`src/rtl/seqmon_pkg.sv`:
```
// Shared widths and state encoding for the windowed match-rate monitor.
package seqmon_pkg;

  localparam int COUNT_W = 16;
  localparam int WCNT_W  = 16;

  typedef logic [1:0] state_t;
  localparam state_t IDLE = 2'h0;
  localparam state_t RUN  = 2'h1;

endpackage

```
`src/rtl/seqmon_window_timer.sv`:
```
// Window cycle counter: counts 0..WINDOW-1 while enabled, flags the last cycle.
module seqmon_window_timer
  import seqmon_pkg::*;
#(
  parameter int unsigned WINDOW = 256
) (
  input  logic clk_i,
  input  logic rst_ni,
  input  logic clr_i,
  input  logic en_i,
  output logic tick_o
);

  localparam logic [WCNT_W-1:0] LAST = WCNT_W'(WINDOW - 1);

  logic [WCNT_W-1:0] wcnt_q, wcnt_d;

  assign tick_o = (wcnt_q == LAST);

  always_comb begin
    wcnt_d = wcnt_q;
    if (clr_i) begin
      wcnt_d = '0;
    end else if (en_i) begin
      wcnt_d = tick_o ? '0 : wcnt_q + 1'b1;
    end
  end

  always_ff @(posedge clk_i or negedge rst_ni) begin
    if (!rst_ni) begin
      wcnt_q <= '0;
    end else begin
      wcnt_q <= wcnt_d;
    end
  end

endmodule

```
`src/rtl/seqdec_rate_mon.sv`:
```
// Windowed rate monitor over the sequence detector's running match count.
// Optional peak tracking is built when SEQMON_PEAK_EN is defined.
module seqdec_rate_mon
  import seqmon_pkg::*;
#(
  parameter int unsigned        WINDOW = 256,
  parameter logic [COUNT_W-1:0] THRESH = 16'd64
) (
  input  logic               Clk,
  input  logic               Reset_n,
  input  logic               En,
  input  logic [COUNT_W-1:0] Count,
  input  logic               Ready,
  output logic [COUNT_W-1:0] Rate,
  output logic               Alarm,
  output logic               Valid,
  output logic               Overrun
`ifdef SEQMON_PEAK_EN
  ,
  output logic [COUNT_W-1:0] Peak
`endif
);

  state_t             state_q, state_d;
  logic [COUNT_W-1:0] base_q, base_d;
  logic [COUNT_W-1:0] rate_q, rate_d;
  logic               alarm_q, alarm_d;
  logic               valid_q, valid_d;
  logic               ovr_q, ovr_d;
  logic               run, start, close, tick;
  logic [COUNT_W-1:0] delta;

  assign run   = (state_q == RUN) && En;
  assign start = (state_q == IDLE) && En;
  assign close = run && tick;
  // Modulo-2^16 difference is exact: a window never spans 65536 increments.
  assign delta = Count - base_q;

  seqmon_window_timer #(.WINDOW(WINDOW)) u_timer (
    .clk_i  (Clk),
    .rst_ni (Reset_n),
    .clr_i  (!run),
    .en_i   (run),
    .tick_o (tick)
  );

  always_comb begin
    state_d = state_q;
    base_d  = base_q;
    rate_d  = rate_q;
    alarm_d = alarm_q;
    valid_d = valid_q;
    ovr_d   = ovr_q;
    case (state_q)
      IDLE: begin
        if (En) begin
          state_d = RUN;
          base_d  = Count;
          ovr_d   = 1'b0;
        end
      end
      RUN: begin
        if (!En) state_d = IDLE;
        else if (close) base_d = Count;
      end
      default: state_d = IDLE;
    endcase
    // A close with a held, unaccepted result drops the new delta.
    if (close) begin
      if (!valid_q || Ready) begin
        rate_d  = delta;
        alarm_d = (delta >= THRESH);
        valid_d = 1'b1;
      end else begin
        ovr_d = 1'b1;
      end
    end else if (valid_q && Ready) begin
      valid_d = 1'b0;
    end
  end

  always_ff @(posedge Clk or negedge Reset_n) begin
    if (!Reset_n) begin
      state_q <= IDLE;
      base_q  <= '0;
      rate_q  <= '0;
      alarm_q <= 1'b0;
      valid_q <= 1'b0;
      ovr_q   <= 1'b0;
    end else begin
      state_q <= state_d;
      base_q  <= base_d;
      rate_q  <= rate_d;
      alarm_q <= alarm_d;
      valid_q <= valid_d;
      ovr_q   <= ovr_d;
    end
  end

  assign Rate    = rate_q;
  assign Alarm   = alarm_q;
  assign Valid   = valid_q;
  assign Overrun = ovr_q;

`ifdef SEQMON_PEAK_EN
  logic [COUNT_W-1:0] peak_q, peak_d;

  always_comb begin
    peak_d = peak_q;
    if (start) peak_d = '0;
    else if (close && (delta > peak_q)) peak_d = delta;
  end

  always_ff @(posedge Clk or negedge Reset_n) begin
    if (!Reset_n) peak_q <= '0;
    else          peak_q <= peak_d;
  end

  assign Peak = peak_q;
`endif

endmodule

```
`config.mk`:
```
export PLATFORM = sky130hd
export DESIGN_NAME = seqdec_rate_mon
export DESIGN_NICKNAME = d
export VERILOG_FILES = /design/src/rtl/seqmon_pkg.sv /design/src/rtl/seqmon_window_timer.sv /design/src/rtl/seqdec_rate_mon.sv
export SDC_FILE = /design/constraint.sdc
export NUM_CORES = 1
export LEC_CHECK = 0
export BUFFER_PORTS_ARGS = -buffer_cell sky130_fd_sc_hd__buf_4
export CAP_MARGIN = 20
export CORE_ASPECT_RATIO = 1.75
export CORE_UTILIZATION = 52
export CTS_CLUSTER_SIZE = 8
export DETAILED_ROUTE_END_ITERATION = 8
export PLACE_DENSITY_LB_ADDON = 0.08
export SLEW_MARGIN = 20
export SYNTH_ARGS = -nofsm -noshare
export SYNTH_HDL_FRONTEND = slang
export SYNTH_SLANG_ARGS = --single-unit
```
`constraint.sdc`:
```
create_clock -name Clk -period 2.45 [get_ports Clk]
set_clock_uncertainty 0.2 [all_clocks]
set_input_delay 0.49 -clock Clk [delete_from_list [all_inputs] [get_ports Clk]]
set_output_delay 0.49 -clock Clk [all_outputs]
set_load 0.01 [all_outputs]
```
# --- After elaboration in Yosys (flattened, before gate mapping) ---
# Cells that the tools add are included.
word_totals:
  wordCells: 45
  in_bits: 20
  out_inout_bits: 19
  regBits: 53
classes:
  n_lt_le_gt_ge: 1
  mux: 16
  n_reduce_logical: 12
  n_addsub: 2
  n_eq_ne: 7
ops:
  columns: ["operator", "count"]
  rows:
  - ["16-bit two-way mux", 5]
  - ["16-bit one-hot mux with 2 select lines", 1]
  - ["16-bit by 1-bit adder with 16-bit output, second input constant", 1]
  - ["16-bit by 8-bit equality test with 1-bit output, second input constant", 1]
  - ["16-bit by 7-bit >= comparator with 1-bit output, second input constant", 1]
  - ["16-bit subtractor", 1]
  - ["2-bit inequality test, second input constant", 4]
  - ["1-bit two-way mux", 7]
  - ["2-bit AND reduction", 3]
  - ["2-bit two-way mux", 2]
  - ["2-bit one-hot mux with 2 select lines", 1]
  - ["4-bit AND reduction", 1]
  - ["2-bit nonzero test", 2]
  - ["1-bit logical AND", 3]
  - ["2-bit by 1-bit equality test with 1-bit output, second input constant", 1]
  - ["2-bit zero test", 1]
  - ["2-bit by 1-bit inequality test with 1-bit output, second input constant", 1]
  - ["1-bit zero test", 1]
  - ["1-bit logical OR", 1]

# --- Depth between registers and ports, before layout ---
logic_depth:
  ltp_word: 6
  depth_mapped: 11
  depth_no_buf: 11

# --- Hierarchy ---
# From an unflattened synthesis, not the netlist that was laid out.
unflattened:
  cells_unflattened: 332
  area_unflattened_um2: 3047.9
modules_own_cells:
  columns: ["mod", "area_per_inst_um2", "cells_per_inst", "seq_area_each_um2", "n_inst"]
  rows:
  - ["seqdec_rate_mon", 2204.6, 244, 900.9, 1]
  - ["seqmon_window_timer", 843.3, 88, 400.4, 1]

# --- Least setup slack after synthesis ---
# Ideal clock, no wire load.
synth_timing:
  path_kind: "input to register"
  startpoint: "in Count[0]"
  endpoint: "reg alarm_q (netlist: Alarm)"
  path_stages: 11
  setup_ns: 0.131
  n_path_buf: 0
  arrival_time_ns: 2.307
  path_slack_ns: -0.188
  cell_sequence: "inv_1 -> ha_1 -> fa_1 -> nor2b_1 -> o31a_1 -> o21ai_0 -> a21oi_1 -> xnor2_1 -> nand4_1 -> nor4bb_1 -> a31oi_1"
synth_between:
  elab_chain_cells: 2
synth_lines:
  columns: ["item", "line_no", "source"]
  rows:
  - ["start, declared", "seqdec_rate_mon.sv:12", "input logic [COUNT_W-1:0] Count,"]
  - ["16-bit subtractor", "seqdec_rate_mon.sv:37", "assign delta = Count - base_q;"]
  - ["16-bit by 7-bit >= comparator with 1-bit output", "seqdec_rate_mon.sv:72", "alarm_d = (delta >= THRESH);"]
  - ["end signal, assigned", "seqdec_rate_mon.sv:94", "alarm_q <= alarm_d;"]
  - ["end, declared", "seqdec_rate_mon.sv:27", "logic alarm_q, alarm_d;"]
# Every way passes these cells.
# A chain may end at the register's enable or synchronous reset.

# --- Worst setup path after layout ---
layout_timing:
  startpoint: "reg base_q[0]"
  endpoint: "reg alarm_q (netlist: Alarm)"
layout_between:
  elab_chain_cells: 2
layout_lines:
  columns: ["item", "line_no", "source"]
  rows:
  - ["start, declared", "seqdec_rate_mon.sv:25", "logic [COUNT_W-1:0] base_q, base_d;"]
  - ["start signal, assigned", "seqdec_rate_mon.sv:92", "base_q <= base_d;"]
  - ["16-bit subtractor", "seqdec_rate_mon.sv:37", null]
  - ["16-bit by 7-bit >= comparator with 1-bit output", "seqdec_rate_mon.sv:72", null]
# Every way passes these cells.

==> impl_metrics.tcl <==
set metrics [dict create \
    post-route-cell-area_um2 3780 \
    initial_core_util_pct 53.3 \
    crit_required_ps 2450 \
    drt-initial-drc-count 78 \
    ys.flop_type "dfrtp_1" \
    mostFrequentLayoutCells "71 x buf_4, 52 x dfrtp_1, 25 x nand2_1" \
    clk_path_buf_depth 2 \
    first_pass_iters 4 \
    slew_headroom_pct 55.9 \
    clock-sinks 52 \
    dp_cells 427 \
    grt_remaining_overflow 0 \
    p_sw_mw 1.41 \
    cts-root-buf "clkbuf_8" \
    viasPerCell 5.28 \
    p_seq_share_pct 28.0 \
    place_ws_ps -537 \
    synth.top_cells.by_area "dfrtp_1 44%, ha_1 8.1%, o21ai_0 4.7%" \
    critPathKind "flip-flop to flip-flop" \
    finalSetupViolCount 3 \
    r2r_cells 10 \
    p_int_mw 2.53 \
    synth_area_um2 2950 \
    clk_latency_ps 320 \
    fp.dieH_um 102 \
    avgSynthCellArea_um2 10.2 \
    cp.arrival_ps 2660 \
    path_clk_slew_ps 100 \
    grt_max_degree 53 \
    p_clk_share_pct 16.3 \
    regToRegStartpoint "base_q[0]$_DFFE_PN0P_" \
    start_kind "flip-flop" \
    synth_top_area_share_pct 44.1 \
    cts_tree "yes" \
    port_buffers 38 \
    setup_slack_ps -203 \
    hold_viol 8 \
    holdWs_ps -11.1 \
    swShare_pct 35.8 \
    p_per_area_nw_per_um2 1040 \
    worst_slew_pin_slew_ps 661 \
    dpl.hpwl_mm 4.59 \
    track_usage_pct 22.3 \
    reg2reg_slack_ps -200 \
    rows 36 \
    place_area_um2 3540 \
    crit_path_max_fanout 5 \
    fp.dieW_um 59.0 \
    hold_buffers 0 \
    status "complete, but fails checks" \
    fp.coreArea_um2 5540 \
    routed_wl_mm 6.14 \
    final_cells 439 \
    synth_edf_count 0 \
    postRouteAntennaNets 0 \
    grt_pass1_wl_mm 9.91 \
    regToRegEndpoint "Alarm$_DFFE_PN0P_" \
    drive_gt1_share_pct 33.9 \
    grt_pass1_vias 2286 \
    timing.final.crit_share_pct 108 \
    synthArstFlopShare_pct 100 \
    synth_nets 329 \
    ir_drop_mv 0.644 \
    rsz0062_at_grt "true" \
    period_minus_slack_ps 2650 \
    violations "hold timing, setup timing" \
    cap_violations 0 \
    combPwrFrac_pct 55.7 \
    drc 0 \
    fill_cells 453 \
    p_leak_nw 1.86 \
    gp_congestion 0.890 \
    synth-seq-cells 52 \
    dieArea_um2 6000 \
    routedWlPerCell_um 14.0 \
    htree_levels 2 \
    num_antenna_cells 0 \
    tns_ps -425 \
    nNetsFinal 402 \
    ys_types 51 \
    fmax_mhz 377 \
    syn2layout_area_growth_pct 27.9 \
    layout_commonest_cell "buf_4" \
    crit_path_end_kind "flip-flop" \
    cts_buffers 5 \
    ys_seq_area_share_pct 44.1 \
    ios 39 \
    grt_antenna_before_repair 0 \
    slew_viol_final 0 \
    hold_path_class "primary input to asynchronous set/reset pin" \
    num_vias 2319 \
    synth_top_area_cell "dfrtp_1" \
    syn_inst 289 \
    yosysWarnings 0 \
]
==> cells by family after synthesis <==
family	Yosys count	share of synthesized area [%]
xor+xnor	25	7.42
flops	52	44.1
buf+inv	28	4.62
simple gates	88	15.8
compound gates	61	12.9
fa+ha+maj	20	8.73
mux	15	6.48
==> worst max-delay path: stages, from the launching register on <==
cell and delay (ps):
dfrtp_1 420, ha_4 180, fa_2 340, nor2b_2 130, o31a_1 230, o21ai_1 120, a31oi_2 240, a21oi_1 120
xor2_1 210, nor4bb_2 230, a31oi_1 100
==> power groups by stage <==
stage / Combinational (mW) / Sequential, mW / Clock (mW)
finish: 2.19 / 1.10 / 0.640
global route: 2.40 / 1.12 / 0.678
CTS: 2.15 / 1.10 / 0.651
detailed placement: 1.98 / 1.12 / 0
global placement: 1.94 / 1.11 / 0
floorplan: 1.31 / 1.10 / 0
==> cell usage after synthesis, types with 4 or more instances <==
master,number
dfrtp_1,52
o21ai_0,28
nand2_1,25
inv_1,21
nor2_1,20
ha_1,19
xor2_1,13
xnor2_1,12
a21oi_1,10
mux2_2,9
mux2_4,6
nand3_1,6
nand4_1,5
and2_1,4
clkbuf_1,4
==> stage by stage <==
stage               power [mW]  util [%]
global route              4.20      68.2
global placement          3.05      63.9
finish                    3.93      68.2
CTS                       3.90      67.5
floorplan                 2.41         -
detailed placement        3.10      63.9
==> worst max-delay path by stage <==
stage,from,endpoint,slack [ps],depth (start not counted)
3_5_place_dp,Count[0],Alarm$_DFFE_PN0P_,-540,12
3_3_place_gp,Count[0],Alarm$_DFFE_PN0P_,-450,12
2_1_floorplan,Count[0],Alarm$_DFFE_PN0P_,-110,11
4_1_cts,base_q[0]$_DFFE_PN0P_,Alarm$_DFFE_PN0P_,-210,10
6_report,base_q[0]$_DFFE_PN0P_,Alarm$_DFFE_PN0P_,-200,10
5_1_grt,base_q[0]$_DFFE_PN0P_,Alarm$_DFFE_PN0P_,-370,10
==> layout make-up <==
| cell class | count | area (µm²) | area share [%] |
|---|---|---|---|
| Multi-Input combinational cell | 209 | 1610 | 42.6 |
| Sequential cell | 52 | 1300 | 34.4 |
| Timing Repair Buffer | 73 | 573 | 15.2 |
| Tap cell | 76 | 95.1 | 2.52 |
| Clock buffer | 6 | 82.6 | 2.19 |
| Inverter | 21 | 78.8 | 2.09 |
| Clock inverter | 2 | 38.8 | 1.03 |
==> sequential cells by signal, indices dropped and copies added, names as in the netlist <==
register and cells:
Overrun 1, u_timer.wcnt_q 16, Rate 16, base_q 16
state_q 1, Valid 1, Alarm 1
==> repair_timing <==
action                     in CTS  in global routing
setup endpoints to repair       3                  7
resized for setup               7                 11
setup buffers                   5                  1
pin swaps                      11                  9
==> per-layer routing <==
| layer | vias to the layer above | track usage, % | share of wire [%] |
|---|---|---|---|
| met5 | - | 0 | 0 |
| met4 | 0 | 10.4 | 2.2 |
| met3 | 10 | 3.83 | 1.9 |
| met2 | 34 | 42.2 | 57 |
| met1 | 1131 | 22.8 | 39 |
| li1 | 1144 | - | - |
Power figures use the tool's default switching activity.
